## src/rtl/ecc_pkg.sv

```systemverilog
// Shared widths and serializer state encoding for the ECC datapath I/O blocks.
package ecc_pkg;

  localparam int unsigned WORD_W  = 32;
  localparam int unsigned NIB_W   = 4;
  localparam int unsigned NIBBLES = 8;

  typedef enum logic [1:0] {
    IDLE   = 2'd0,
    SEND_X = 2'd1,
    SEND_Y = 2'd2
  } ser_state_e;

endpackage : ecc_pkg

```

## src/rtl/nibble_shift_reg.sv

```systemverilog
// Parallel-load shift register holding {x,y}; shifts left one slice per beat
// and exposes the most significant slice as the outgoing nibble.
module nibble_shift_reg #(
  parameter int unsigned NIB_W   = 4,
  parameter int unsigned NIBBLES = 8
) (
  input  logic                         clk_i,
  input  logic                         rst_ni,
  input  logic                         load_i,
  input  logic                         shift_i,
  input  logic [2*NIB_W*NIBBLES-1:0]   data_i,
  output logic [NIB_W-1:0]             tap_o
);

  localparam int unsigned FRAME_W = 2 * NIB_W * NIBBLES;

  logic [FRAME_W-1:0] sreg_q;

  // Load has priority so a back-to-back frame replaces the drained register.
  always_ff @(posedge clk_i or negedge rst_ni) begin
    if (!rst_ni) begin
      sreg_q <= '0;
    end else if (load_i) begin
      sreg_q <= data_i;
    end else if (shift_i) begin
      sreg_q <= {sreg_q[FRAME_W-NIB_W-1:0], {NIB_W{1'b0}}};
    end
  end

  assign tap_o = sreg_q[FRAME_W-1 -: NIB_W];

endmodule : nibble_shift_reg

```

## src/rtl/kp_serializer.sv

```systemverilog
// Streams the kP result (x then y) out as 16 nibbles, MS nibble first.
module kp_serializer #(
  parameter int unsigned NIB_W   = 4,
  parameter int unsigned NIBBLES = 8
) (
  input  logic                       i_clk,
  input  logic                       i_rst_n,
  input  logic                       i_valid,
  input  logic [NIB_W*NIBBLES-1:0]   i_x,
  input  logic [NIB_W*NIBBLES-1:0]   i_y,
  output logic                       o_busy,
  output logic                       o_ready,
  output logic [NIB_W-1:0]           o_kP,
  output logic                       o_first,
  output logic                       o_last
);

  import ecc_pkg::ser_state_e;
  import ecc_pkg::IDLE;
  import ecc_pkg::SEND_X;
  import ecc_pkg::SEND_Y;

  localparam int unsigned CNT_W   = $clog2(NIBBLES);
  localparam logic [CNT_W-1:0] CNT_MAX = CNT_W'(NIBBLES - 1);
  localparam logic [CNT_W-1:0] CNT_PRE = CNT_W'(NIBBLES - 2);

  ser_state_e        state_q;
  logic [CNT_W-1:0]  cnt_q;
  logic              ready_q;
  logic              first_q;
  logic              last_q;
  logic              busy_q;

  logic              last_beat;
  logic              accept;
  logic              load;
  logic              shift;
  logic [NIB_W-1:0]  tap;

  // A new result is taken when idle, or on the final nibble of a frame.
  always_comb begin
    last_beat = 1'b0;
    accept    = 1'b0;
    load      = 1'b0;
    shift     = 1'b0;
    last_beat = (state_q == SEND_Y) && (cnt_q == CNT_MAX);
    accept    = i_valid && ((state_q == IDLE) || last_beat);
    load      = accept;
    shift     = (state_q != IDLE) && !accept;
  end

  // Control FSM, nibble counter and registered output flags.
  always_ff @(posedge i_clk or negedge i_rst_n) begin
    if (!i_rst_n) begin
      state_q <= IDLE;
      cnt_q   <= '0;
      ready_q <= 1'b0;
      first_q <= 1'b0;
      last_q  <= 1'b0;
      busy_q  <= 1'b0;
    end else begin
      ready_q <= 1'b0;
      first_q <= 1'b0;
      last_q  <= 1'b0;
      busy_q  <= 1'b0;
      if (accept) begin
        state_q <= SEND_X;
        cnt_q   <= '0;
        ready_q <= 1'b1;
        first_q <= 1'b1;
        busy_q  <= 1'b1;
      end else begin
        case (state_q)
          IDLE: begin
            state_q <= IDLE;
          end
          SEND_X: begin
            cnt_q   <= cnt_q + CNT_W'(1);
            ready_q <= 1'b1;
            busy_q  <= 1'b1;
            if (cnt_q == CNT_MAX) begin
              state_q <= SEND_Y;
            end
          end
          SEND_Y: begin
            cnt_q <= cnt_q + CNT_W'(1);
            if (last_beat) begin
              state_q <= IDLE;
            end else begin
              ready_q <= 1'b1;
              last_q  <= (cnt_q == CNT_PRE);
              busy_q  <= (cnt_q != CNT_PRE);
            end
          end
          default: begin
            state_q <= IDLE;
            cnt_q   <= '0;
          end
        endcase
      end
    end
  end

  nibble_shift_reg #(
    .NIB_W   (NIB_W),
    .NIBBLES (NIBBLES)
  ) u_sreg (
    .clk_i   (i_clk),
    .rst_ni  (i_rst_n),
    .load_i  (load),
    .shift_i (shift),
    .data_i  ({i_x, i_y}),
    .tap_o   (tap)
  );

  assign o_ready = ready_q;
  assign o_first = first_q;
  assign o_last  = last_q;
  assign o_busy  = busy_q;
  assign o_kP    = ready_q ? tap : '0;

endmodule : kp_serializer

```

## config.mk

```make
export PLATFORM = sky130hd
export DESIGN_NAME = kp_serializer
export DESIGN_NICKNAME = d
export VERILOG_FILES = /design/src/rtl/ecc_pkg.sv /design/src/rtl/nibble_shift_reg.sv /design/src/rtl/kp_serializer.sv
export SDC_FILE = /design/constraint.sdc
export NUM_CORES = 1
export LEC_CHECK = 0
export BUFFER_PORTS_ARGS = -buffer_cell sky130_fd_sc_hd__buf_2
export CAP_MARGIN = 20
export CORE_UTILIZATION = 54
export CTS_CLUSTER_DIAMETER = 40
export CTS_CLUSTER_SIZE = 12
export DETAILED_ROUTE_END_ITERATION = 7
export PLACE_DENSITY = 0.9
export SLEW_MARGIN = 10
export SYNTH_ARGS = -nofsm -noshare
export SYNTH_HDL_FRONTEND = slang
export SYNTH_HIERARCHICAL = 1
export SYNTH_SLANG_ARGS = --single-unit
```

## constraint.sdc

```tcl
create_clock -name i_clk -period 2.1 [get_ports i_clk]
set_input_delay 0.525 -clock i_clk [delete_from_list [all_inputs] [get_ports i_clk]]
set_output_delay 0.525 -clock i_clk [all_outputs]
set_load 0.02 [all_outputs]
```

==> results of run 1 <==
==> sequential cells by signal, indices dropped and copies added, names as in the netlist <==
signal and count:
u_sreg/sreg_q 64, cnt_q 3, state_q 2, o_busy 1
o_first 1, o_last 1, o_ready 1
==> through the flow <==
stage | util, % | setup WS [ns]
floorplan | - | 0.252
global placement | 62.0 | 0.258
detailed placement | 62.0 | 0.201
CTS | 65.8 | 0.174
global route | 65.8 | 0.0307
finish | 65.8 | 0.187
==> power groups by stage <==
stage / Clock (µW) / Sequential (µW) / Combinational (µW)
floorplan: 0 / 2340 / 2020
global placement: 0 / 2420 / 2170
detailed placement: 0 / 2460 / 2250
CTS: 1340 / 2440 / 2290
global route: 1410 / 2510 / 2510
finish: 1310 / 2440 / 2250
==> layer usage <==
layer  up-vias  track usage [%]  part of all wire [%]
met5         -                0                     0
met4         0             7.68                   1.6
met3        10             5.77                   4.8
met2        66             33.7                    47
met1      1201             28.4                    47
li1       1272                -                     -
==> placed cells by master, fill, tap and decap left out, types with 2 or more instances in the layout <==
| cell | Yosys | routed |
|---|---|---|
| inv_1 | 3 | 3 |
| mux2i_1 | 60 | 60 |
| clkbuf_8 | 1 | 9 |
| clkinvlp_4 | 0 | 2 |
| o21ai_1 | 56 | 56 |
| o21ai_0 | 10 | 10 |
| buf_4 | 4 | 2 |
| dfrtp_1 | 73 | 73 |
| a21oi_1 | 2 | 2 |
| nand2b_1 | 4 | 4 |
| and2_1 | 5 | 5 |
| bufinv_16 | 0 | 3 |
| o21ai_2 | 2 | 2 |
| ha_1 | 7 | 7 |
| nor2b_1 | 5 | 4 |
| buf_12 | 6 | 6 |
| nand2_1 | 71 | 71 |
| buf_2 | 7 | 73 |
==> path summary, 6_finish.rpt <==
check / from / to / slack, ns / cells after the start
worst max register to register: cnt_q[0]$_DFFE_PN0P_ / u_sreg/sreg_q[23]$_DFFE_PN0P_ / 0.19 / 6
worst max-delay path: cnt_q[0]$_DFFE_PN0P_ / u_sreg/sreg_q[23]$_DFFE_PN0P_ / 0.19 / 6
worst min-delay path: i_rst_n / u_sreg/sreg_q[39]$_DFFE_PN0P_ / 0.11 / 1
min in group i_clk: i_x[12] / u_sreg/sreg_q[44]$_DFFE_PN0P_ / 0.39 / 3
worst min register to register: cnt_q[0]$_DFFE_PN0P_ / cnt_q[0]$_DFFE_PN0P_ / 0.51 / 1
max in group asynchronous: i_rst_n / u_sreg/sreg_q[14]$_DFFE_PN0P_ / 1.44 / 2
==> cells by family (layout without fill, tap and decap cells) <==
family                   count (synthesis)  in the layout  share of synthesized area (%)
AND/OR/NAND/NOR                         90             90                           11.1
AO/OA/AOI/OAI                           74             74                           11.2
flip-flops                              73             73                           51.2
multiplexers                            60             60                           16.8
buffers and inverters                   28            100                           7.16
adder cells (fa/ha/maj)                  7              7                           2.46
==> final cells by class <==
class / count / share of cell area (%)
clock buffers: 9 / 2.97
well taps: 77 / 2.31
clock inverters: 7 / 2.85
multi-input cells: 231 / 35.9
inverters: 3 / 0.270
repair buffers: 81 / 12.0
flip-flops and latches: 73 / 43.7
==> run metrics, run 1 <==
Syn. warnings=6; CP Max Fanout=36; HP Class=input pin to asynchronous set/reset pin; DRT iter0 DRCs=129; cell count after synthesis=332; drt wl/cell=14.2 µm; Finished Cell Area=4180 µm²; Period minus WS final=1.91 ns; Main synth FF type=dfrtp_1; # H-tree levels=3; Core Rows=29; Num CTS Buffers=9; Synth async-reset ratio=100%; top-area cell type share of the netlist area=51.2%; Syn Std Cell Area=3560 µm²; skew final=0.00627 ns; filler-free cell count of the finished design=481; Max Fclk=0.523 GHz; status=complete, no violations; Initial DRT Pass Iterations=4; crit start category=flop; Max-Cap Viols=0; Tcrit/Tclk final=91.1%; Vias=2549; die height=83.3 µm; synth cell count leaders=dfrtp_1, nand2_1, mux2i_1; RSZ-0062 raised after global routing=false; Post-DP Area=3930 µm²; CTS root buffer=clkbuf_8; clk_lat worst skew=0.35 ns; number of synthesized flops with an enable pin=0; gr ovfl total=0; count leader, synth=dfrtp_1; final setup fails=0; Overall Global Routing Usage=21.3%; post-route ant nets=0; diode count=0; post-cts sizing count=0; pins over their slew limit=0; share of cells above drive strength 1=26.0%; Horiz. Die Dim=83.3 µm; sequential-to-total area share from yosys stat=51.2%; first-pass GRT wire length=11700 µm; Post-Route WL=6820 µm; Initial Util=56.1%; Layout area overhead=17.2%; multi-input logic area=1500 µm²; Cell Int Power=3890 µW; worst endpoint required time=2.33 ns; Final Hold Fails=0; die area=6930 µm²; Worst path max stage delay=0.41 ns; Sequential cell area=1830 µm²; Synth area leaders=dfrtp_1, mux2i_1, o21ai_1; Reg clk slew, reported paths=0.08 ns; largest net degree at the start of global routing=53; Netlist cell types=28; syn nets=406; Synth area leader=dfrtp_1; Clock power frac=21.8%; Worst slew margin=70.9%; Avg Cell Area, Syn=10.7 µm²; CTS Hold Buffers Added=0; Leakage=0.00199 µW; Tot Pwr=6010 µW; flops & latches, synth=73; WP buf/inv=1; Clock Path Buffers=2; clock sink count=73; cell area power density=1440 nW/µm²; Port Buffers=74; placed cell count=465; # IOs=75; NetSw=2110 µW; CP max stage cell=dfrtp_1; TritonCTS clock tree=done; TNS Setup=0 ns; Detail Placement HPWL=4620 µm; Filler cells=473; CP Data Arrival Time=2.14 ns; Layout Nets=473; number of antenna violations at the first check in global routing=0; measured slew at the worst slew-check pin=0.437 ns; Comb power frac=37.5%; Residual DRC=0; Fin Hold WS=0.111 ns; vias in the first global route=2566; cell family with most CP delay=adder cells; Vias per Instance=5.30; VDD IR max=701 µV; total setup buffers inserted after CTS=0; Net Sw Frac=35.2%; Critical Path Sink Type=flop; worst setup path class=flop to flop; Final GP Congestion=0.733; core footprint=6350 µm²; Seq pwr share=40.7%; crit-path cells=ha_1 > ha_1 > a31oi_4 > buf_12 > mux2i_1 > o21ai_1; Critical Path Most Common Cell=ha_1
Power figures use the tool's default switching activity.
==> run 2, diff against run 1 <==
--- a/config.mk
+++ b/config.mk
@@ -7,11 +7,11 @@
 export LEC_CHECK = 0
 export BUFFER_PORTS_ARGS = -buffer_cell sky130_fd_sc_hd__buf_2
 export CAP_MARGIN = 20
-export CORE_UTILIZATION = 54
+export CORE_UTILIZATION = 50
 export CTS_CLUSTER_DIAMETER = 40
 export CTS_CLUSTER_SIZE = 12
 export DETAILED_ROUTE_END_ITERATION = 7
-export PLACE_DENSITY = 0.9
+export PLACE_DENSITY = 0.85
 export SLEW_MARGIN = 10
 export SYNTH_ARGS = -nofsm -noshare
 export SYNTH_HDL_FRONTEND = slang
==> run metrics, run 2 (same netlist as run 1, synthesis figures left out) <==
share of cells above drive strength 1=27.1% (was 26.0%); Largest register FFs=64 (unchanged); number of antenna violations at the first check in global routing=0 (unchanged); Final Hold Fails=0 (unchanged); Detail Placement HPWL=5050 µm (was 4620 µm); DRT iter0 DRCs=257 (was 129); Clock Path Buffers=2 (unchanged); Overall Global Routing Usage=21.5% (was 21.3%); vias in the first global route=2558 (was 2566); CP Max Fanout=9 (was 36); crit start category=flop (unchanged); post-route ant nets=0 (unchanged); Post-DP Area=3970 µm² (was 3930 µm²); CTS Hold Buffers Added=0 (unchanged); Layout Nets=479 (was 473); die area=7470 µm² (was 6930 µm²); Layout area overhead=18.6% (was 17.2%); Vias=2591 (was 2549); measured slew at the worst slew-check pin=0.606 ns (was 0.437 ns); startpoint of the worst-slack reg-to-reg timing path=cnt_q[0]$_DFFE_PN0P_ (unchanged); CTS root buffer=clkbuf_8 (unchanged); Leakage=0.00201 µW (was 0.00199 µW); gr ovfl total=0 (unchanged); TNS Setup=0 ns (unchanged); Port Buffers=74 (unchanged); final setup fails=0 (unchanged); worst setup path class=flop to flop (unchanged); Worst slew margin=59.6% (was 70.9%); Critical Path Sink Type=flop (unchanged); clk_lat worst skew=0.35 ns (about the same); skew final=0.00930 ns (was 0.00627 ns); pins over their slew limit=0 (unchanged); Num CTS Buffers=9 (unchanged); # IOs=75 (unchanged); HP Class=input pin to asynchronous set/reset pin (unchanged); Core Rows=30 (was 29); Horiz. Die Dim=86.4 µm (was 83.3 µm); reg2reg path depth=8 (was 6); r2r setup slk=0.08 ns (was 0.19 ns); Tcrit/Tclk final=96.0% (was 91.1%); Vias per Instance=5.12 (was 5.30); Finished Cell Area=4230 µm² (was 4180 µm²); TritonCTS clock tree=done (unchanged); Max Fclk=0.496 GHz (was 0.523 GHz); Fin Hold WS=0.177 ns (was 0.111 ns); die height=86.4 µm (was 83.3 µm); largest net degree at the start of global routing=50 (was 53); CP Data Arrival Time=2.28 ns (was 2.14 ns); worst endpoint required time=2.36 ns (was 2.33 ns); R2R Path End=u_sreg/sreg_q[2]$_DFFE_PN0P_ (was u_sreg/sreg_q[23]$_DFFE_PN0P_); clock sink count=73 (unchanged); Period minus WS final=2.02 ns (was 1.91 ns); Initial Util=52.2% (was 56.1%); status=complete, no violations (unchanged); VDD IR max=966 µV (was 701 µV); Final GP Congestion=0.844 (was 0.733); Reg clk slew, reported paths=0.08 ns (about the same); diode count=0 (unchanged); Max-Cap Viols=0 (unchanged); most frequent cells in the layout=dfrtp_1, buf_2, nand2_1, mux2i_1, o21ai_1 (unchanged); Largest Register=u_sreg/sreg_q (unchanged); Tot Pwr=6010 µW (about the same); cell area power density=1420 nW/µm² (was 1440 nW/µm²); Largest regs=u_sreg/sreg_q x64, cnt_q x3, state_q x2 (unchanged); core footprint=6830 µm² (was 6350 µm²); # H-tree levels=3 (unchanged); drt wl/cell=14.5 µm (was 14.2 µm); Post-Route WL=7310 µm (was 6820 µm); first-pass GRT wire length=12100 µm (was 11700 µm); Residual DRC=0 (unchanged); Initial DRT Pass Iterations=4 (unchanged)
[run 2: cell types whose count changed in the layout (fill, tap and decap cells not counted), sizes merged]
| cell | change |
|---|---|
| bufinv | -1 |
| clkinvlp | -1 |
| buf | +6 |
| inv | +2 |
[run 2: worst max-delay path by stage]
stage	endpoint	from	cells after the start
after CTS	u_sreg/sreg_q[53]$_DFFE_PN0P_	cnt_q[0]$_DFFE_PN0P_	7
after floorplan	u_sreg/sreg_q[37]$_DFFE_PN0P_	cnt_q[0]$_DFFE_PN0P_	7
after global routing	u_sreg/sreg_q[2]$_DFFE_PN0P_	cnt_q[0]$_DFFE_PN0P_	8
after detailed placement	u_sreg/sreg_q[50]$_DFFE_PN0P_	cnt_q[0]$_DFFE_PN0P_	7
after global placement	u_sreg/sreg_q[61]$_DFFE_PN0P_	cnt_q[0]$_DFFE_PN0P_	6
final	u_sreg/sreg_q[2]$_DFFE_PN0P_	cnt_q[0]$_DFFE_PN0P_	8
[run 2: critical path, stage by stage (launching register included)]
cell and delay (ns):
dfrtp_1 0.42, ha_1 0.22, ha_1 0.31, a21oi_1 0.31
nor2b_4 0.08, buf_12 0.15, buf_4 0.14, nand2b_1 0.13
o21ai_0 0.17
[run 2: layout make-up]
class	instances	area [µm²]
Fill cell	574	2600
Sequential cell	73	1830
Multi-Input combinational cell	231	1500
Timing Repair Buffer	87	546
Clock buffer	9	124
Tap cell	96	120
Clock inverter	7	103
Inverter	3	11.3
[run 2: per-stage QoR]
stage / utilization [%] / worst slack (ns) / cells
final: 61.9 / 0.0839 / 506
after global routing: 61.9 / -0.0264 / 506
after CTS: 61.4 / 0.0895 / 503
after detailed placement: 58.1 / 0.110 / 487
after global placement: 58.1 / 0.199 / 487
after floorplan: - / 0.252 / 332
[run 2: what timing repair did]
action | CTS | global route
gates resized for setup | 0 | 0
buffers inserted | 0 | 3
endpoints found under the setup margin | 0 | 51
[run 2: layer usage]
metal  global-route usage (%)  vias up  share of wire, %
met4                     8.18        0               1.5
met3                     4.95       10               4.9
met2                     33.6       70                47
li1                         -     1274                 -
met5                        0        -                 0
met1                     29.3     1237                47
[run 2: report_power, final]
group	internal, µW	total, µW	switching (µW)	leakage (µW)
Combinational	1110	2340	1240	0.000995
Sequential	2050	2440	392	0.000907
Clock	681	1230	552	0.000110
==> run 3, diff against run 2 <==
--- a/config.mk
+++ b/config.mk
@@ -11,6 +11,7 @@
 export CTS_CLUSTER_DIAMETER = 40
 export CTS_CLUSTER_SIZE = 12
 export DETAILED_ROUTE_END_ITERATION = 7
+export MAX_ROUTING_LAYER = met4
 export PLACE_DENSITY = 0.85
 export SLEW_MARGIN = 10
 export SYNTH_ARGS = -nofsm -noshare
==> run metrics, run 3 (same netlist as run 1, synthesis figures left out) <==
status=complete, no violations (unchanged); die height=86.4 µm (unchanged); WP buf/inv=2 (unchanged); Overall Global Routing Usage=22.1% (was 21.5%); crit-path cells=ha_1 > ha_1 > a21oi_1 > nor2b_4 > buf_12 > buf_4 > nand2b_1 > o21ai_0 (unchanged); Filler cells=574 (unchanged); diode count=0 (unchanged); most frequent cells in the layout=dfrtp_1, buf_2, nand2_1, mux2i_1, o21ai_1 (unchanged); Num CTS Buffers=9 (unchanged); startpoint of the worst-slack reg-to-reg timing path=cnt_q[0]$_DFFE_PN0P_ (unchanged); reg2reg path depth=8 (unchanged); filler-free cell count of the finished design=506 (unchanged); DRT iter0 DRCs=232 (was 257); Tcrit/Tclk final=96.1% (was 96.0%); Vias per Instance=5.11 (was 5.12); measured slew at the worst slew-check pin=0.605 ns (was 0.606 ns); Initial Util=52.2% (unchanged); placed cell count=487 (unchanged); Critical Path Most Common Cell=ha_1 (unchanged); Max Fclk=0.496 GHz (about the same); CP Data Arrival Time=2.28 ns (about the same); multi-input logic area=1500 µm² (unchanged); Layout Nets=479 (unchanged); TNS Setup=0 ns (unchanged); crit start category=flop (unchanged); Max-Cap Viols=0 (unchanged); # H-tree levels=3 (unchanged); Initial DRT Pass Iterations=4 (unchanged); Residual DRC=0 (unchanged); Largest Register=u_sreg/sreg_q (unchanged); clock sink count=73 (unchanged); r2r setup slk=0.08 ns (about the same); Final GP Congestion=0.858 (was 0.844); worst endpoint required time=2.36 ns (about the same); VDD IR max=966 µV (about the same); Critical Path Sink Type=flop (unchanged); Post-Route WL=7310 µm (about the same); pins over their slew limit=0 (unchanged); Worst path max stage delay=0.42 ns (about the same); Cell Int Power=3830 µW (about the same); Largest regs=u_sreg/sreg_q x64, cnt_q x3, state_q x2 (unchanged); first-pass GRT wire length=12100 µm (unchanged); Period minus WS final=2.02 ns (about the same); Detail Placement HPWL=5050 µm (unchanged); core footprint=6830 µm² (unchanged); Sequential cell area=1830 µm² (unchanged); cell area power density=1420 nW/µm² (about the same); # IOs=75 (unchanged); Vias=2587 (was 2591); Layout area overhead=18.6% (unchanged); gr ovfl total=0 (unchanged); R2R Path End=u_sreg/sreg_q[2]$_DFFE_PN0P_ (unchanged); final setup fails=0 (unchanged); CP max stage cell=dfrtp_1 (unchanged); Port Buffers=74 (unchanged); HP Class=input pin to asynchronous set/reset pin (unchanged); Clock Path Buffers=2 (unchanged); number of antenna violations at the first check in global routing=0 (unchanged); Leakage=0.00201 µW (unchanged); drt wl/cell=14.4 µm (was 14.5 µm); vias in the first global route=2560 (was 2558); CTS root buffer=clkbuf_8 (unchanged); Reg clk slew, reported paths=0.08 ns (about the same); Seq pwr share=40.6% (about the same); Clock power frac=20.5% (about the same); Worst slew margin=59.7% (was 59.6%); Horiz. Die Dim=86.4 µm (unchanged); skew final=0.00951 ns (was 0.00930 ns); TritonCTS clock tree=done (unchanged); Final Hold Fails=0 (unchanged); NetSw=2180 µW (about the same); die area=7470 µm² (unchanged); cell family with most CP delay=adder cells (unchanged); largest net degree at the start of global routing=50 (unchanged); Net Sw Frac=36.2% (about the same); share of cells above drive strength 1=27.1% (unchanged); CP Max Fanout=9 (unchanged); post-route ant nets=0 (unchanged); CTS Hold Buffers Added=0 (unchanged); Largest register FFs=64 (unchanged); worst setup path class=flop to flop (unchanged); Core Rows=30 (unchanged); clk_lat worst skew=0.35 ns (about the same); Comb power frac=39.0% (was 38.9%)
## run 3: cell counts in the layout (fill, tap and decap cells not counted)
No cell type changed its count.
## run 3: stage by stage
step / instance area, µm² / total power [µW] / hold WS (ns) / worst slack [ns] / utilization, %
2_1_floorplan: 3560 / 4360 / 0.229 / 0.252 / -
3_3_place_gp: 3970 / 4610 / 0.492 / 0.199 / 58.1
3_5_place_dp: 3970 / 4740 / 0.517 / 0.110 / 58.1
4_1_cts: 4190 / 6010 / 0.187 / 0.0895 / 61.4
5_1_grt: 4230 / 6440 / 0.224 / -0.0264 / 61.9
6_report: 4230 / 6010 / 0.177 / 0.0821 / 61.9
## run 3: how the worst max path moves through the flow
stage,startpoint,endpoint,slack [ns],depth (start not counted)
after floorplan,cnt_q[0]$_DFFE_PN0P_,u_sreg/sreg_q[37]$_DFFE_PN0P_,0.25,7
after global placement,cnt_q[0]$_DFFE_PN0P_,u_sreg/sreg_q[61]$_DFFE_PN0P_,0.20,6
after detailed placement,cnt_q[0]$_DFFE_PN0P_,u_sreg/sreg_q[50]$_DFFE_PN0P_,0.11,7
after CTS,cnt_q[0]$_DFFE_PN0P_,u_sreg/sreg_q[53]$_DFFE_PN0P_,0.09,7
after global routing,cnt_q[0]$_DFFE_PN0P_,u_sreg/sreg_q[2]$_DFFE_PN0P_,-0.03,8
final,cnt_q[0]$_DFFE_PN0P_,u_sreg/sreg_q[2]$_DFFE_PN0P_,0.08,8
## run 3: final cells by class
cell class / instances / share of cell area [%]
sequential: 73 / 43.2
tap: 96 / 2.84
clock buffer: 9 / 2.93
multi-input combinational: 231 / 35.4
clock inverter: 7 / 2.43
inverter: 3 / 0.266
timing repair buffer: 87 / 12.9
## run 3: timing repair
action	CTS	global route
setup buffers	0	3
gates resized for setup	0	0
setup endpoints to repair	0	51
## run 3: metal layers
| metal | GRT usage, % | vias up | wire length (µm) |
|---|---|---|---|
| met5 | - | - | 0 |
| met4 | 8.18 | 0 | 108 |
| met3 | 4.95 | 10 | 355 |
| met2 | 33.7 | 70 | 3450 |
| met1 | 29.2 | 1235 | 3400 |
| li1 | - | 1272 | - |
## run 3: worst register-to-register path, stage by stage, from the launching register on
cell and delay (ns):
dfrtp_1 0.42, ha_1 0.22, ha_1 0.31, a21oi_1 0.31, nor2b_4 0.08, buf_12 0.15
buf_4 0.14, nand2b_1 0.13, o21ai_0 0.17
## run 3: power groups by stage
stage                     clock, µW  combinational, µW  sequential (µW)
after detailed placement          0               2280             2450
after global routing           1320               2600             2520
after global placement            0               2190             2410
after floorplan                   0               2020             2340
after CTS                      1260               2310             2440
final                          1230               2340             2440
